## config.mk

```make
export PLATFORM = sky130hd
export DESIGN_NAME = tthbif_cfg_ctrl
export DESIGN_NICKNAME = d
export VERILOG_FILES = /design/src/rtl/tthbif_pkg.sv /design/src/rtl/tthbif_cfg_ctrl.sv
export SDC_FILE = /design/constraint.sdc
export NUM_CORES = 1
export LEC_CHECK = 0
export ABC_AREA = 1
export BUFFER_PORTS_ARGS = -buffer_cell sky130_fd_sc_hd__buf_2
export CAP_MARGIN = 20
export CORE_ASPECT_RATIO = 1.1
export CORE_MARGIN = 10
export CORE_UTILIZATION = 57
export DETAILED_ROUTE_END_ITERATION = 16
export PLACE_DENSITY_LB_ADDON = 0.12
export SLEW_MARGIN = 30
export SYNTH_ARGS = -nofsm -noshare
export SYNTH_HDL_FRONTEND = slang
export SYNTH_SLANG_ARGS = --single-unit
export TNS_END_PERCENT = 5
```

## constraint.sdc

```tcl
create_clock -name clk_i -period 2.3 [get_ports clk_i]
set_clock_uncertainty 0.1 [all_clocks]
set_input_delay 0 -clock clk_i [delete_from_list [all_inputs] [get_ports clk_i]]
set_output_delay 0 -clock clk_i [all_outputs]
set_load 0.02 [all_outputs]
```

## src/rtl/tthbif_pkg.sv

```systemverilog
// Shared definitions for the tthbif configuration controller:
// register addresses, command byte layout, ID default and FSM states.
package tthbif_pkg;

  // Register map
  localparam logic [2:0] ADDR_CTRL    = 3'd0;
  localparam logic [2:0] ADDR_RX_FLOP = 3'd1;
  localparam logic [2:0] ADDR_RX_COMB = 3'd2;
  localparam logic [2:0] ADDR_TX_FLOP = 3'd3;
  localparam logic [2:0] ADDR_TX_COMB = 3'd4;
  localparam logic [2:0] ADDR_ID      = 3'd5;
  localparam logic [2:0] ADDR_SCRATCH = 3'd6;
  localparam logic [2:0] ADDR_STATUS  = 3'd7;

  // Command byte layout: {write, reserved[3:0], addr[2:0]}
  localparam int CMD_WRITE_BIT = 7;
  localparam int CMD_RSVD_HI   = 6;
  localparam int CMD_RSVD_LO   = 3;
  localparam int CMD_ADDR_HI   = 2;
  localparam int CMD_ADDR_LO   = 0;

  localparam logic [7:0] ID_DEFAULT = 8'hB1;

  typedef enum logic [1:0] {
    ST_IDLE  = 2'd0,
    ST_WDATA = 2'd1,
    ST_RESP  = 2'd2
  } state_e;

  // A command byte is legal only when its reserved field is zero.
  function automatic logic cmd_is_legal(input logic [7:0] b);
    return (b[CMD_RSVD_HI:CMD_RSVD_LO] == 4'd0);
  endfunction

endpackage

```

## src/rtl/tthbif_cfg_ctrl.sv

```systemverilog
// Byte-stream command decoder and register file driving the tthbif
// enable and the rx/tx flop/comb tap selects.
//
// Handshakes:
//   rx side is valid-only: a byte is consumed in every cycle that
//   rx_data_valid_i is high, there is no back-pressure.
//   tx side is strict valid/ready: tx_data_o and tx_data_valid_o are held
//   stable while valid is high and ready is low; a byte is transferred on
//   a rising clock edge where both are high, after which valid drops.
//
// dbg_state_o exposes the FSM state for observation only.
module tthbif_cfg_ctrl
  import tthbif_pkg::*;
#(
  parameter int          NUM_FLOP_TAP   = 4,
  parameter int          NUM_COMB_TAP   = 4,
  parameter int          TIMEOUT_CYCLES = 1000000,
  parameter logic [7:0]  ID_VALUE       = ID_DEFAULT,
  localparam int         FW = (NUM_FLOP_TAP > 1) ? $clog2(NUM_FLOP_TAP) : 1,
  localparam int         CW = (NUM_COMB_TAP > 1) ? $clog2(NUM_COMB_TAP) : 1
) (
  input  logic          clk_i,
  input  logic          rst_ni,
  input  logic          rx_data_valid_i,
  input  logic [7:0]    rx_data_i,
  input  logic          tx_data_ready_i,
  output logic          tx_data_valid_o,
  output logic [7:0]    tx_data_o,
  input  logic [7:0]    status_i,
  output logic          tthbif_en_o,
  output logic [FW-1:0] rx_flop_tap_sel_o,
  output logic [CW-1:0] rx_comb_tap_sel_o,
  output logic [FW-1:0] tx_flop_tap_sel_o,
  output logic [CW-1:0] tx_comb_tap_sel_o,
  output state_e        dbg_state_o
);

  localparam int            TW         = (TIMEOUT_CYCLES > 1) ? $clog2(TIMEOUT_CYCLES) : 1;
  localparam logic [TW-1:0] TIMER_LAST = TW'(TIMEOUT_CYCLES - 1);

  state_e          state_q, state_d;
  logic [2:0]      addr_q, addr_d;
  logic [TW-1:0]   timer_q, timer_d;
  logic            tx_valid_q, tx_valid_d;
  logic [7:0]      tx_data_q, tx_data_d;
  logic            en_q, en_d;
  logic [FW-1:0]   rx_flop_q, rx_flop_d;
  logic [CW-1:0]   rx_comb_q, rx_comb_d;
  logic [FW-1:0]   tx_flop_q, tx_flop_d;
  logic [CW-1:0]   tx_comb_q, tx_comb_d;
  logic [7:0]      scratch_q, scratch_d;
  logic            err_q, err_d;
  logic            ovr_q, ovr_d;
  logic            tmo_q, tmo_d;

  logic            set_err, set_ovr, set_tmo, clr_flags;
  logic [2:0]      cmd_addr;
  logic [7:0]      rd_data;

  // Only the upper five status bits are reported; the low three carry flags.
  logic            unused_status;
  assign unused_status = ^status_i[2:0];

  assign cmd_addr = rx_data_i[CMD_ADDR_HI:CMD_ADDR_LO];

  // Read mux, addressed directly by the incoming command byte so the
  // response (and the STATUS snapshot) is captured in the decode cycle.
  always_comb begin
    rd_data = 8'h00;
    case (cmd_addr)
      ADDR_CTRL:    rd_data = {7'd0, en_q};
      ADDR_RX_FLOP: rd_data = 8'(rx_flop_q);
      ADDR_RX_COMB: rd_data = 8'(rx_comb_q);
      ADDR_TX_FLOP: rd_data = 8'(tx_flop_q);
      ADDR_TX_COMB: rd_data = 8'(tx_comb_q);
      ADDR_ID:      rd_data = ID_VALUE;
      ADDR_SCRATCH: rd_data = scratch_q;
      ADDR_STATUS:  rd_data = {status_i[7:3], err_q, ovr_q, tmo_q};
      default:      rd_data = 8'h00;
    endcase
  end

  // Next-state, register-file update, response and sticky flag logic.
  always_comb begin
    state_d    = state_q;
    addr_d     = addr_q;
    timer_d    = timer_q;
    tx_valid_d = tx_valid_q;
    tx_data_d  = tx_data_q;
    en_d       = en_q;
    rx_flop_d  = rx_flop_q;
    rx_comb_d  = rx_comb_q;
    tx_flop_d  = tx_flop_q;
    tx_comb_d  = tx_comb_q;
    scratch_d  = scratch_q;
    set_err    = 1'b0;
    set_ovr    = 1'b0;
    set_tmo    = 1'b0;
    clr_flags  = 1'b0;

    case (state_q)
      ST_IDLE: begin
        if (rx_data_valid_i) begin
          if (!cmd_is_legal(rx_data_i)) begin
            set_err = 1'b1;
          end else if (rx_data_i[CMD_WRITE_BIT]) begin
            addr_d  = cmd_addr;
            timer_d = '0;
            state_d = ST_WDATA;
          end else begin
            tx_data_d  = rd_data;
            tx_valid_d = 1'b1;
            state_d    = ST_RESP;
            if (cmd_addr == ADDR_STATUS) begin
              clr_flags = 1'b1;
            end
          end
        end
      end

      ST_WDATA: begin
        // A data byte on the final timer count still wins over the timeout.
        if (rx_data_valid_i) begin
          case (addr_q)
            ADDR_CTRL:    en_d      = rx_data_i[0];
            ADDR_RX_FLOP: rx_flop_d = rx_data_i[FW-1:0];
            ADDR_RX_COMB: rx_comb_d = rx_data_i[CW-1:0];
            ADDR_TX_FLOP: tx_flop_d = rx_data_i[FW-1:0];
            ADDR_TX_COMB: tx_comb_d = rx_data_i[CW-1:0];
            ADDR_SCRATCH: scratch_d = rx_data_i;
            default:      ;  // ID and STATUS are read-only; write dropped silently
          endcase
          state_d = ST_IDLE;
        end else if (timer_q == TIMER_LAST) begin
          set_tmo = 1'b1;
          state_d = ST_IDLE;
        end else begin
          timer_d = timer_q + 1'b1;
        end
      end

      ST_RESP: begin
        if (rx_data_valid_i) begin
          set_ovr = 1'b1;
        end
        if (tx_data_ready_i) begin
          tx_valid_d = 1'b0;
          state_d    = ST_IDLE;
        end
      end

      default: begin
        state_d    = ST_IDLE;
        tx_valid_d = 1'b0;
      end
    endcase

    // Sticky flags: a set in the same cycle as a STATUS-read clear wins.
    err_d = set_err | (err_q & ~clr_flags);
    ovr_d = set_ovr | (ovr_q & ~clr_flags);
    tmo_d = set_tmo | (tmo_q & ~clr_flags);
  end

  // State, register file and response registers.
  always_ff @(posedge clk_i or negedge rst_ni) begin
    if (!rst_ni) begin
      state_q    <= ST_IDLE;
      addr_q     <= 3'd0;
      timer_q    <= '0;
      tx_valid_q <= 1'b0;
      tx_data_q  <= 8'h00;
      en_q       <= 1'b0;
      rx_flop_q  <= '1;
      rx_comb_q  <= '1;
      tx_flop_q  <= '1;
      tx_comb_q  <= '1;
      scratch_q  <= 8'h00;
      err_q      <= 1'b0;
      ovr_q      <= 1'b0;
      tmo_q      <= 1'b0;
    end else begin
      state_q    <= state_d;
      addr_q     <= addr_d;
      timer_q    <= timer_d;
      tx_valid_q <= tx_valid_d;
      tx_data_q  <= tx_data_d;
      en_q       <= en_d;
      rx_flop_q  <= rx_flop_d;
      rx_comb_q  <= rx_comb_d;
      tx_flop_q  <= tx_flop_d;
      tx_comb_q  <= tx_comb_d;
      scratch_q  <= scratch_d;
      err_q      <= err_d;
      ovr_q      <= ovr_d;
      tmo_q      <= tmo_d;
    end
  end

  assign tx_data_valid_o   = tx_valid_q;
  assign tx_data_o         = tx_data_q;
  assign tthbif_en_o       = en_q;
  assign rx_flop_tap_sel_o = rx_flop_q;
  assign rx_comb_tap_sel_o = rx_comb_q;
  assign tx_flop_tap_sel_o = tx_flop_q;
  assign tx_comb_tap_sel_o = tx_comb_q;
  assign dbg_state_o       = state_q;

endmodule

```

# Word level (Yosys, flattened, before mapping)
# Cells that the tools add are included.
# op_classes
add_sub_neg,1
multipliers,0
n_div,0
magnitude_cmp,0
n_eq_ne,23
shift,0
muxes,32
bitwise,9
n_reduce_logical,16
# op_table
operator,n
two-way mux 20 bit,5
case mux 8 bit (8 select lines),1
case mux 20 bit (2 select lines),1
"adder 20 x 1 -> 20 bit, second input constant",1
"== test 20 bit, second input constant",1
"== test 3 bit, second input constant",6
AND reduction 3 bit,6
two-way mux 1 bit,17
"inequality test 2 bit, second input constant",7
"== test 3 x 2 -> 1 bit, second input constant",4
two-way mux 2 bit,6
AND reduction 4 bit,3
"== test 3 x 1 -> 1 bit, second input constant",2
zero test 3 bit,2
case mux 2 bit (3 select lines),1
AND reduction 6 bit,1
AND reduction 5 bit,1
zero test 4 bit,1
AND 1 bit,3
"inequality test 3 bit, second input constant",1
inverter 1 bit,3
OR 1 bit,3
case mux 1 bit (3 select lines),1
"== test 2 x 1 -> 1 bit, second input constant",1
other kinds (3),3
# totals
reg_bits,54
latch_bits,0
mem_bits_rw,0
mem_bits_ro,0
inputBits,20
out_inout_bits,20
elab_cells,95
memories,0

# Depth between registers and ports, before layout
# Gate-level depths: netlist of run 1.
# logic_depth
ltp_word,9
depth_mapped,11
ltp_nobuf,10

# Least setup slack after synthesis of run 1
# Ideal clock, no wire load.
# synth_timing
path_type,flip-flop to flip-flop
start,reg state_q[0] (netlist: dbg_state_o[0])
end,reg scratch_q[3]
setup_ps,125
t_arrival_ps,1464
required_ps,2075
path_slack_ps,611
path_stages_with_launch,6
path_buffers,0
period_less_slack_ps,1689
cell_sequence,dfrtp_1 -> inv_2 -> nor2_2 -> nand2_1 -> nor3b_4 -> mux2_2
# synth_via
elab_chain_cells,2
# synth_rtl
element,line,source
"start, declared",tthbif_cfg_ctrl.sv:41,"state_e state_q, state_d;"
"start signal, assigned",tthbif_cfg_ctrl.sv:182,state_q <= state_d;
== test 2 x 1 -> 1 bit,tthbif_cfg_ctrl.sv:101,case (state_q)
AND reduction 3 bit (no line),-,
"end signal, assigned",tthbif_cfg_ctrl.sv:192,scratch_q <= scratch_d;
"end, declared",tthbif_cfg_ctrl.sv:51,"logic [7:0] scratch_q, scratch_d;"
# No other way between the ends.
# A chain may end at the register's enable or synchronous reset.

# Worst setup path after layout of run 1
# layout_timing
start,reg timer_q[0]
end,reg timer_q[18]
# layout_via
elab_chain_cells,4
word_cells_on_any_way,7
classes_between,1 x add/sub; 2 x eq/ne; 3 x mux; 1 x reduce/logical
# layout_rtl
element,line,source
"start, declared",tthbif_cfg_ctrl.sv:43,"logic [TW-1:0] timer_q, timer_d;"
"start signal, assigned",tthbif_cfg_ctrl.sv:184,timer_q <= timer_d;
adder 20 x 1 -> 20 bit,tthbif_cfg_ctrl.sv:138,timer_d = timer_q + 1'b1;
two-way mux 20 bit,tthbif_cfg_ctrl.sv:134,end else if (timer_q == TIMER_LAST) begin
two-way mux 20 bit,tthbif_cfg_ctrl.sv:123,if (rx_data_valid_i) begin
case mux 20 bit (2 select lines),tthbif_cfg_ctrl.sv:101,
# Parallel ways exist; a longest one is shown, timed or not. The select of a mux whose other input is x is not followed.

==> summary.md, run 1 <==
| Metric | Value |
|---|---|
| Status | `complete, no violations` |
| Clock Latency Late Sink | `0.31 ns` |
| Place WS | `0.4175 ns` |
| HP Class | `in -> reg` |
| Critical Path Source | `timer_q[0]` |
| Max cap viols | `0` |
| Hold Buf Count CTS | `15` |
| Main combinational cell family by area after synthesis | `simple AND/OR/NAND/NOR gates` |
| Post-synth EDFFs | `0` |
| Startpoint types | `flop` |
| First-pass GRT wire length | `11500 microns` |
| Vias in the first global route | `2579` |
| Area share of fa/ha/maj cells after synthesis | `0.4239%` |
| RSZ-0062 raised after global routing | `no` |
| Fmax | `527.4 MHz` |
| Async S/R FF share, synth | `100.0%` |
| Commonest cells post-synth | `nand2_1 (138), dfrtp_1 (46), nor2_1 (42)` |
| Syn_area_per_cell | `7.549 sq um` |
| Synth Warn # | `0` |
| Nets | `466` |
| #FFs+latches synth | `54` |
| Total global-route track usage | `16.75%` |
| Largest net degree at the start of global routing | `55` |
| Hold Fails Final Rpt | `0` |
| CTS tree | `done` |
| Top-area cell type share of the netlist area | `39.00%` |
| Compound-Gate Fraction of Synth Area | `7.630%` |
| Pwr dens | `615.6 nW/um^2` |
| Num CTS Buffers | `5` |
| Setup TNS | `0 ns` |
| Final hold slack | `0.03199 ns` |
| Synth Area in XOR/XNOR | `2.374%` |
| Deepest clock path buffer count | `2` |
| Vias per inst | `5.304` |
| Dpl cell area | `3181 sq um` |
| Crit Path Max Fanout | `6` |
| Final worst setup slack | `0.4038 ns` |
| Ranking of synthesized cells by area | `dfrtp_1 (39%), nand2_1 (18%), dfstp_2 (7.1%), nor2_1 (5.3%), nand3_1 (4.6%)` |
| Drt wl/cell | `13.66 microns` |
| Mapped Cells | `391` |
| Final Cycle Share | `82.44%` |
| CTS H-tree depth | `2` |
| Die Area | `8460 sq um` |
| Area added between synthesis and finish | `17.51%` |
| Synth area leader | `dfrtp_1` |
| Simple-Gate Fraction of Synth Area | `36.33%` |
| Slew Viols, Final | `0` |
| Die H | `95.47 microns` |
| Multiplexer share of the synthesized area | `0.7630%` |
| Post-CTS setup buffer count | `0` |
| Reg clk slew, reported paths | `0.10 ns` |
| Final setup vio count | `0` |
| P_leak | `0.001703 uW` |
| Hold wc startpoint | `rx_data_i[2]` |
| Detail Placement HPWL | `4755 microns` |
| Worst-margin pin slew | `0.4866 ns` |
| Ant. Diodes | `0` |
| Grt ovf | `0` |
| Post-layout min period | `1.896 ns` |
| Most numerous cell in the Yosys netlist | `nand2_1` |
| Via count | `2673` |
| Proportion of layout cells with a drive suffix above 1 | `16.59%` |
| WS Path Type | `reg -> reg` |
| Worst vdd ir | `0.3035 mV` |
| WP data required | `2.41 ns` |
| Worst setup EP type | `flop` |
| Final Instance Area | `3468 sq um` |
| Row count | `27` |
| Ports | `40` |
| Starting density of the core | `59.03%` |
| Slew headroom | `67.31%` |
| Initial antenna violation count | `0` |
| Syn_nets | `412` |
| Clock root cell | `clkbuf_8` |
| # port buffers | `36` |
| Main flop type after synthesis | `dfrtp_1` |
| CP Data Arrival Time | `2.01 ns` |
| Final Util | `69.37%` |
| Netlist Area Pre-Place | `2952 sq um` |
| RePlAce Congestion | `0.9139` |
| CTS resizes | `0` |
| Post-synthesis sequential area ratio | `46.12%` |
| Worst r2r src | `timer_q[0]` |
| Post-route ant nets | `0` |
| Drt drc | `0` |
| Die width | `88.61 microns` |
| Core Footprint | `5000 sq um` |
| Pre-Repair DR Iteration Count | `5` |
| WL final | `6887 microns` |
| Clock sink count | `54` |
| Yosys cell types | `34` |
| Initial drt markers | `177` |
[worst max-delay path, stage by stage (launching register included)]
cell	delay, ns
dfrtp_1	0.40
ha_1	0.19
nand3_1	0.20
nor2_1	0.42
nand2_2	0.13
nor3_1	0.17
nand3b_1	0.13
nand2_1	0.05
[cells in the final DEF, fill, tap and decap left out, types with 2 or more instances in the layout]
cell type      instances
a21oi_1                8
a22oi_1                4
buf_2                 36
bufinv_16              2
clkbuf_8               5
clkinv_1               2
dfrtp_1               46
dfstp_2                8
dlygate4sd3_1         15
inv_1                 29
inv_2                  4
mux2_2                 2
nand2_1              138
nand2_2                3
nand2_4                2
nand3_1               27
nand3b_1               4
nand4_1               11
nor2_1                42
nor2_2                 3
nor3_1                 8
o21ai_0               23
o21ai_1                2
o31ai_1                2
xnor2_1                4
xor2_1                 4
[state kept, by name, summed over array words and instances, names as in the netlist]
name / count
rx_flop_tap_sel_o: 2
rx_comb_tap_sel_o: 2
tx_flop_tap_sel_o: 2
addr_q: 3
scratch_q: 8
tx_comb_tap_sel_o: 2
tx_data_valid_o: 1
tthbif_en_o: 1
err_q: 1
ovr_q: 1
tx_data_o: 8
tmo_q: 1
dbg_state_o: 2
timer_q: 20
[per-layer routing]
layer / track usage (%) / vias to the layer above / wire [microns]
met3: 3.242 / 15 / 300
met2: 29.69 / 65 / 3561
met4: 7.143 / 0 / 134
met5: 0 / - / 0
met1: 19.17 / 1219 / 2891
li1: - / 1374 / -
[metrics by stage]
step / cells / power (uW)
after CTS: 504 / 2159
after detailed placement: 481 / 1377
final: 504 / 2135
after global placement: 481 / 1369
after global routing: 504 / 2227
after floorplan: 391 / 1260
[power by group]
group	switching (uW)	internal [uW]	total, uW
registers	48.8	1020	1070
clock network	323	436	759
logic	192	112	303
total	563	1570	2140
[cells by family after synthesis]
logic type	count (synthesis)
AND/OR/NAND/NOR	243
flip-flops	54
buffers and inverters	42
AO/OA/AOI/OAI	41
XOR/XNOR	8
multiplexers	2
adder cells (fa/ha/maj)	1
[path summary, 6_finish.rpt]
check / to / slack [ns] / cells past startpoint
min: scratch_q[2] / 0.03 / 3
min in group asynchronous: tx_data_o[2] / 0.10 / 3
max reg2reg: timer_q[18] / 0.40 / 7
max in group asynchronous: tx_comb_tap_sel_o[1] / 1.70 / 3
min reg2reg: tx_data_o[7] / 0.37 / 2
max: timer_q[18] / 0.40 / 7
[area by class of cell]
cell class              count  area (sq um)
clock buffers               5         68.82
clock inverters             3         68.82
fillers                   433          1531
inverters                  36         136.4
multi-input cells         295          1403
flip-flops and latches     54          1361
well taps                  58         72.57
repair buffers             53         357.8
No activity file was read; power rests on OpenSTA's default activity.
==> run 2, diff against run 1 <==
ABC_AREA = 0   (was 1)
CORE_UTILIZATION = 56   (was 57)
clock period = 1.8 ns   (was 2.3 ns; I/O delays follow)
==> run 2 against run 1 <==
Net effect:
- sequential share of layout area down 1.0 points
- critical path depth down 1
- power up 12%
- via count down 8.5%
- final area up 2.7%
- area after synthesis down 8.3%
- flip-flop and latch count unchanged
- the flow now finishes with violations (setup timing)
- critical endpoint is now timer_q[5]
- global-route usage up 1.2 points
==> summary.md, run 2 <==
| Metric | Value |
|---|---|
| Die Area | `8016 sq um (-5.2%)` |
| Worst vdd ir | `0.3865 mV (+27%)` |
| Area added between synthesis and finish | `31.67%` |
| Worst-margin pin slew | `0.5051 ns (+0.01857 ns)` |
| Critical R2R Capture | `timer_q[5]` |
| Syn_nets | `284 (-31%)` |
| Worst r2r src | `timer_q[12]` |
| Clock root cell | `clkbuf_8` |
| Hold wc startpoint | `status_i[7]` |
| Setup TNS | `-8.433 ns (-8.433 ns)` |
| Largest net degree at the start of global routing | `34 (-38%)` |
| Die H | `92.91 microns (-2.7%)` |
| Vias per inst | `5.939 (+12%)` |
| Final Cycle Share | `124.6% (+42 points)` |
| Hold Fails Final Rpt | `0 (unchanged)` |
| RePlAce Congestion | `0.8585 (-6.1%)` |
| R2R setup slack | `-0.44 ns (-0.85 ns)` |
| Slew Viols, Final | `0 (unchanged)` |
| Final worst setup slack | `-0.4427 ns (-0.8465 ns)` |
| Core Footprint | `4652 sq um (-7.0%)` |
| WS Path Type | `reg -> reg` |
| Syn_area_per_cell | `10.29 sq um (+36%)` |
| Startpoint types | `flop` |
| Post-synthesis sequential area ratio | `50.30% (+4.2 points)` |
| Netlist Area Pre-Place | `2706 sq um (-8.3%)` |
| WHS Endpoint | `tx_data_o[7]` |
| Row count | `26 (-3.7%)` |
| Ant. Diodes | `0 (unchanged)` |
| Min-Delay Path Depth | `4 (+1)` |
| Commonest cells post-synth | `dfrtp_1 (46), nand2_1 (34), o21ai_0 (24)` |
| RSZ-0062 raised after global routing | `yes` |
| CP peak stage delay | `0.54 ns (+0.12 ns)` |
| Ports | `40 (unchanged)` |
| Via count | `2447 (-8.5%)` |
| Most frequent cells in the layout | `dfrtp_1 (46), buf_4 (46), buf_2 (36)` |
| Violated checks | `setup timing` |
| Synth Warn # | `0 (unchanged)` |
| Drt drc | `0 (unchanged)` |
| Initial antenna violation count | `0 (unchanged)` |
| Critical Path, Cell by Cell | `or4_4, or4_4, o211ai_4, buf_6, o21ai_1, o21ai_1` |
| Most flop-heavy register | `timer_q` |
| Yosys cell types | `42 (+24%)` |
| Clock Latency Late Sink | `0.30 ns (about the same)` |
| Top-area cell type share of the netlist area | `42.53% (+3.5 points)` |
| Deepest clock path buffer count | `2 (unchanged)` |
| Status | `finished, violations left` |
| Post-layout min period | `2.243 ns (+0.3465 ns)` |
| WP data required | `1.92 ns (-0.49 ns)` |
| Synth area leader | `dfrtp_1` |
| Starting density of the core | `58.18% (-0.86 points)` |
| Max cap viols | `0 (unchanged)` |
| Clock sink count | `54 (unchanged)` |
| Initial drt markers | `115 (-35%)` |
| Die width | `86.28 microns (-2.6%)` |
| Slew headroom | `66.32% (-0.99 points)` |
| WL final | `7024 microns (+2.0%)` |
| Drt wl/cell | `17.05 microns (+25%)` |
| Dpl cell area | `3278 sq um (+3.1%)` |
| DP Cell Count | `390 (-19%)` |
| CTS tree | `done` |
| Final Util | `76.60% (+7.2 points)` |
| Post-route ant nets | `0 (unchanged)` |
| Nets | `376 (-19%)` |
| HP Class | `in -> reg` |
| Grt ovf | `0 (unchanged)` |
| CP Data Arrival Time | `2.36 ns (+0.35 ns)` |
| Proportion of layout cells with a drive suffix above 1 | `39.61% (+23 points)` |
| Critical-path top delay cell | `or4_4` |
| Worst setup EP type | `flop` |
| Vias in the first global route | `2476 (-4.0%)` |
| Reg clk slew, reported paths | `0.09 ns (about the same)` |
| Crit Path Max Fanout | `6 (unchanged)` |
| Ranking of synthesized cells by area | `dfrtp_1 (43%), mux2_2 (7.9%), dfstp_2 (7.8%), nand2_1 (4.7%), o21ai_0 (4.4%)` |
| Mapped Cells | `263 (-33%)` |
| Non-filler instance count after layout | `412 (-18%)` |
| FF-to-FF path depth | `6 (-1)` |
| Async S/R FF share, synth | `100.0% (unchanged)` |
| #FFs+latches synth | `54 (unchanged)` |
| Most numerous cell in the Yosys netlist | `dfrtp_1` |
| Num CTS Buffers | `5 (unchanged)` |
| Pwr dens | `669.5 nW/um^2 (+8.7%)` |
| Post-synth EDFFs | `0 (unchanged)` |
| Detail Placement HPWL | `4956 microns (+4.2%)` |
| Final setup vio count | `22 (+22)` |
| Total global-route track usage | `17.94% (+1.2 points)` |
| Main flop type after synthesis | `dfrtp_1` |
| Final Instance Area | `3563 sq um (+2.7%)` |
| First-pass GRT wire length | `11870 microns (+3.2%)` |
| # port buffers | `36 (unchanged)` |
| Pre-Repair DR Iteration Count | `4 (-1)` |
| Max FFs per register | `20 (unchanged)` |
| CTS H-tree depth | `2 (unchanged)` |
| Fmax | `445.9 MHz (-15%)` |
| P_leak | `0.001682 uW (-1.2%)` |
-- run 2: cell types whose count changed in the layout (fill, tap and decap cells not counted), sizes merged, moves of 7 or more --
cell    previous run  this run
o31ai              2        11
buf               38        84
mux2               2        19
nand4             11         4
a31oi              1         9
nand2            143        34
inv               33         4
nand2b             0         7
nand3             28        11
nor2              45        12
-- run 2: per-layer routing --
metal / up-vias / wire [microns] / global-route usage (%)
li1: 1164 / - / -
met1: 1199 / 2759 / 19.93
met2: 76 / 3802 / 32.57
met3: 8 / 380 / 4.382
met4: 0 / 81 / 5.676
met5: - / 0 / 0
-- run 2: worst max-delay path by stage --
| stage | from | depth (start not counted) | end | slack (ns) |
|---|---|---|---|---|
| floorplan | timer_q[11] | 6 | timer_q[3] | -0.36 |
| global placement | timer_q[8] | 6 | timer_q[6] | -0.39 |
| detailed placement | timer_q[8] | 6 | timer_q[2] | -0.45 |
| CTS | timer_q[12] | 6 | timer_q[12] | -0.47 |
| global route | timer_q[12] | 6 | timer_q[5] | -0.50 |
| finish | timer_q[12] | 6 | timer_q[5] | -0.44 |
-- run 2: cell type report --
class / count / area (sq um)
flip-flops and latches: 54 / 1361
multi-input cells: 195 / 1353
fillers: 329 / 1089
repair buffers: 95 / 666.9
clock buffers: 6 / 82.58
well taps: 56 / 70.07
inverters: 4 / 17.52
clock inverters: 2 / 12.51
-- run 2: what timing repair did --
item / 4_1_cts / 5_1_grt
endpoints found under the hold margin: 60 / 0
hold buffers: 11 / 0
setup buffers: 1 / 1
pin swaps: 8 / 2
gates cloned: 1 / 0
setup endpoints to repair: 28 / 43
gates resized for setup: 11 / 7
-- run 2: worst max-delay path, delay by kind of cell (launching register included) --
family	cells	cell delay (ns)
flip-flops	1	0.40
AO/OA/AOI/OAI	3	0.43
AND/OR/NAND/NOR	2	1.06
buffers and inverters	1	0.17
-- run 2: where the power goes --
part	total [uW]	switching, uW	internal (uW)
clock	689	379	310
combinational	349	193	156
sequential	1350	59.2	1290
-- run 2: logic make-up after synthesis --
group / Yosys count / synth area share [%]
and+or+nand+nor: 97 / 18.58
AOI/OAI and AO/OA: 70 / 16.55
DFF: 54 / 50.30
muxes: 26 / 11.42
buffers and inverters: 14 / 2.358
xor gates and xnor gates: 1 / 0.3237
adders and majority gates: 1 / 0.4622
-- run 2: through the flow --
| stage | power [uW] | hold slack [ns] | worst slack (ns) |
|---|---|---|---|
| 2_1_floorplan | 1535 | -0.3956 | -0.3588 |
| 3_3_place_gp | 1679 | -0.1061 | -0.3940 |
| 3_5_place_dp | 1690 | -0.1036 | -0.4525 |
| 4_1_cts | 2400 | 0.02888 | -0.4698 |
| 5_1_grt | 2496 | 0.04636 | -0.4965 |
| 6_report | 2386 | 0.03703 | -0.4427 |
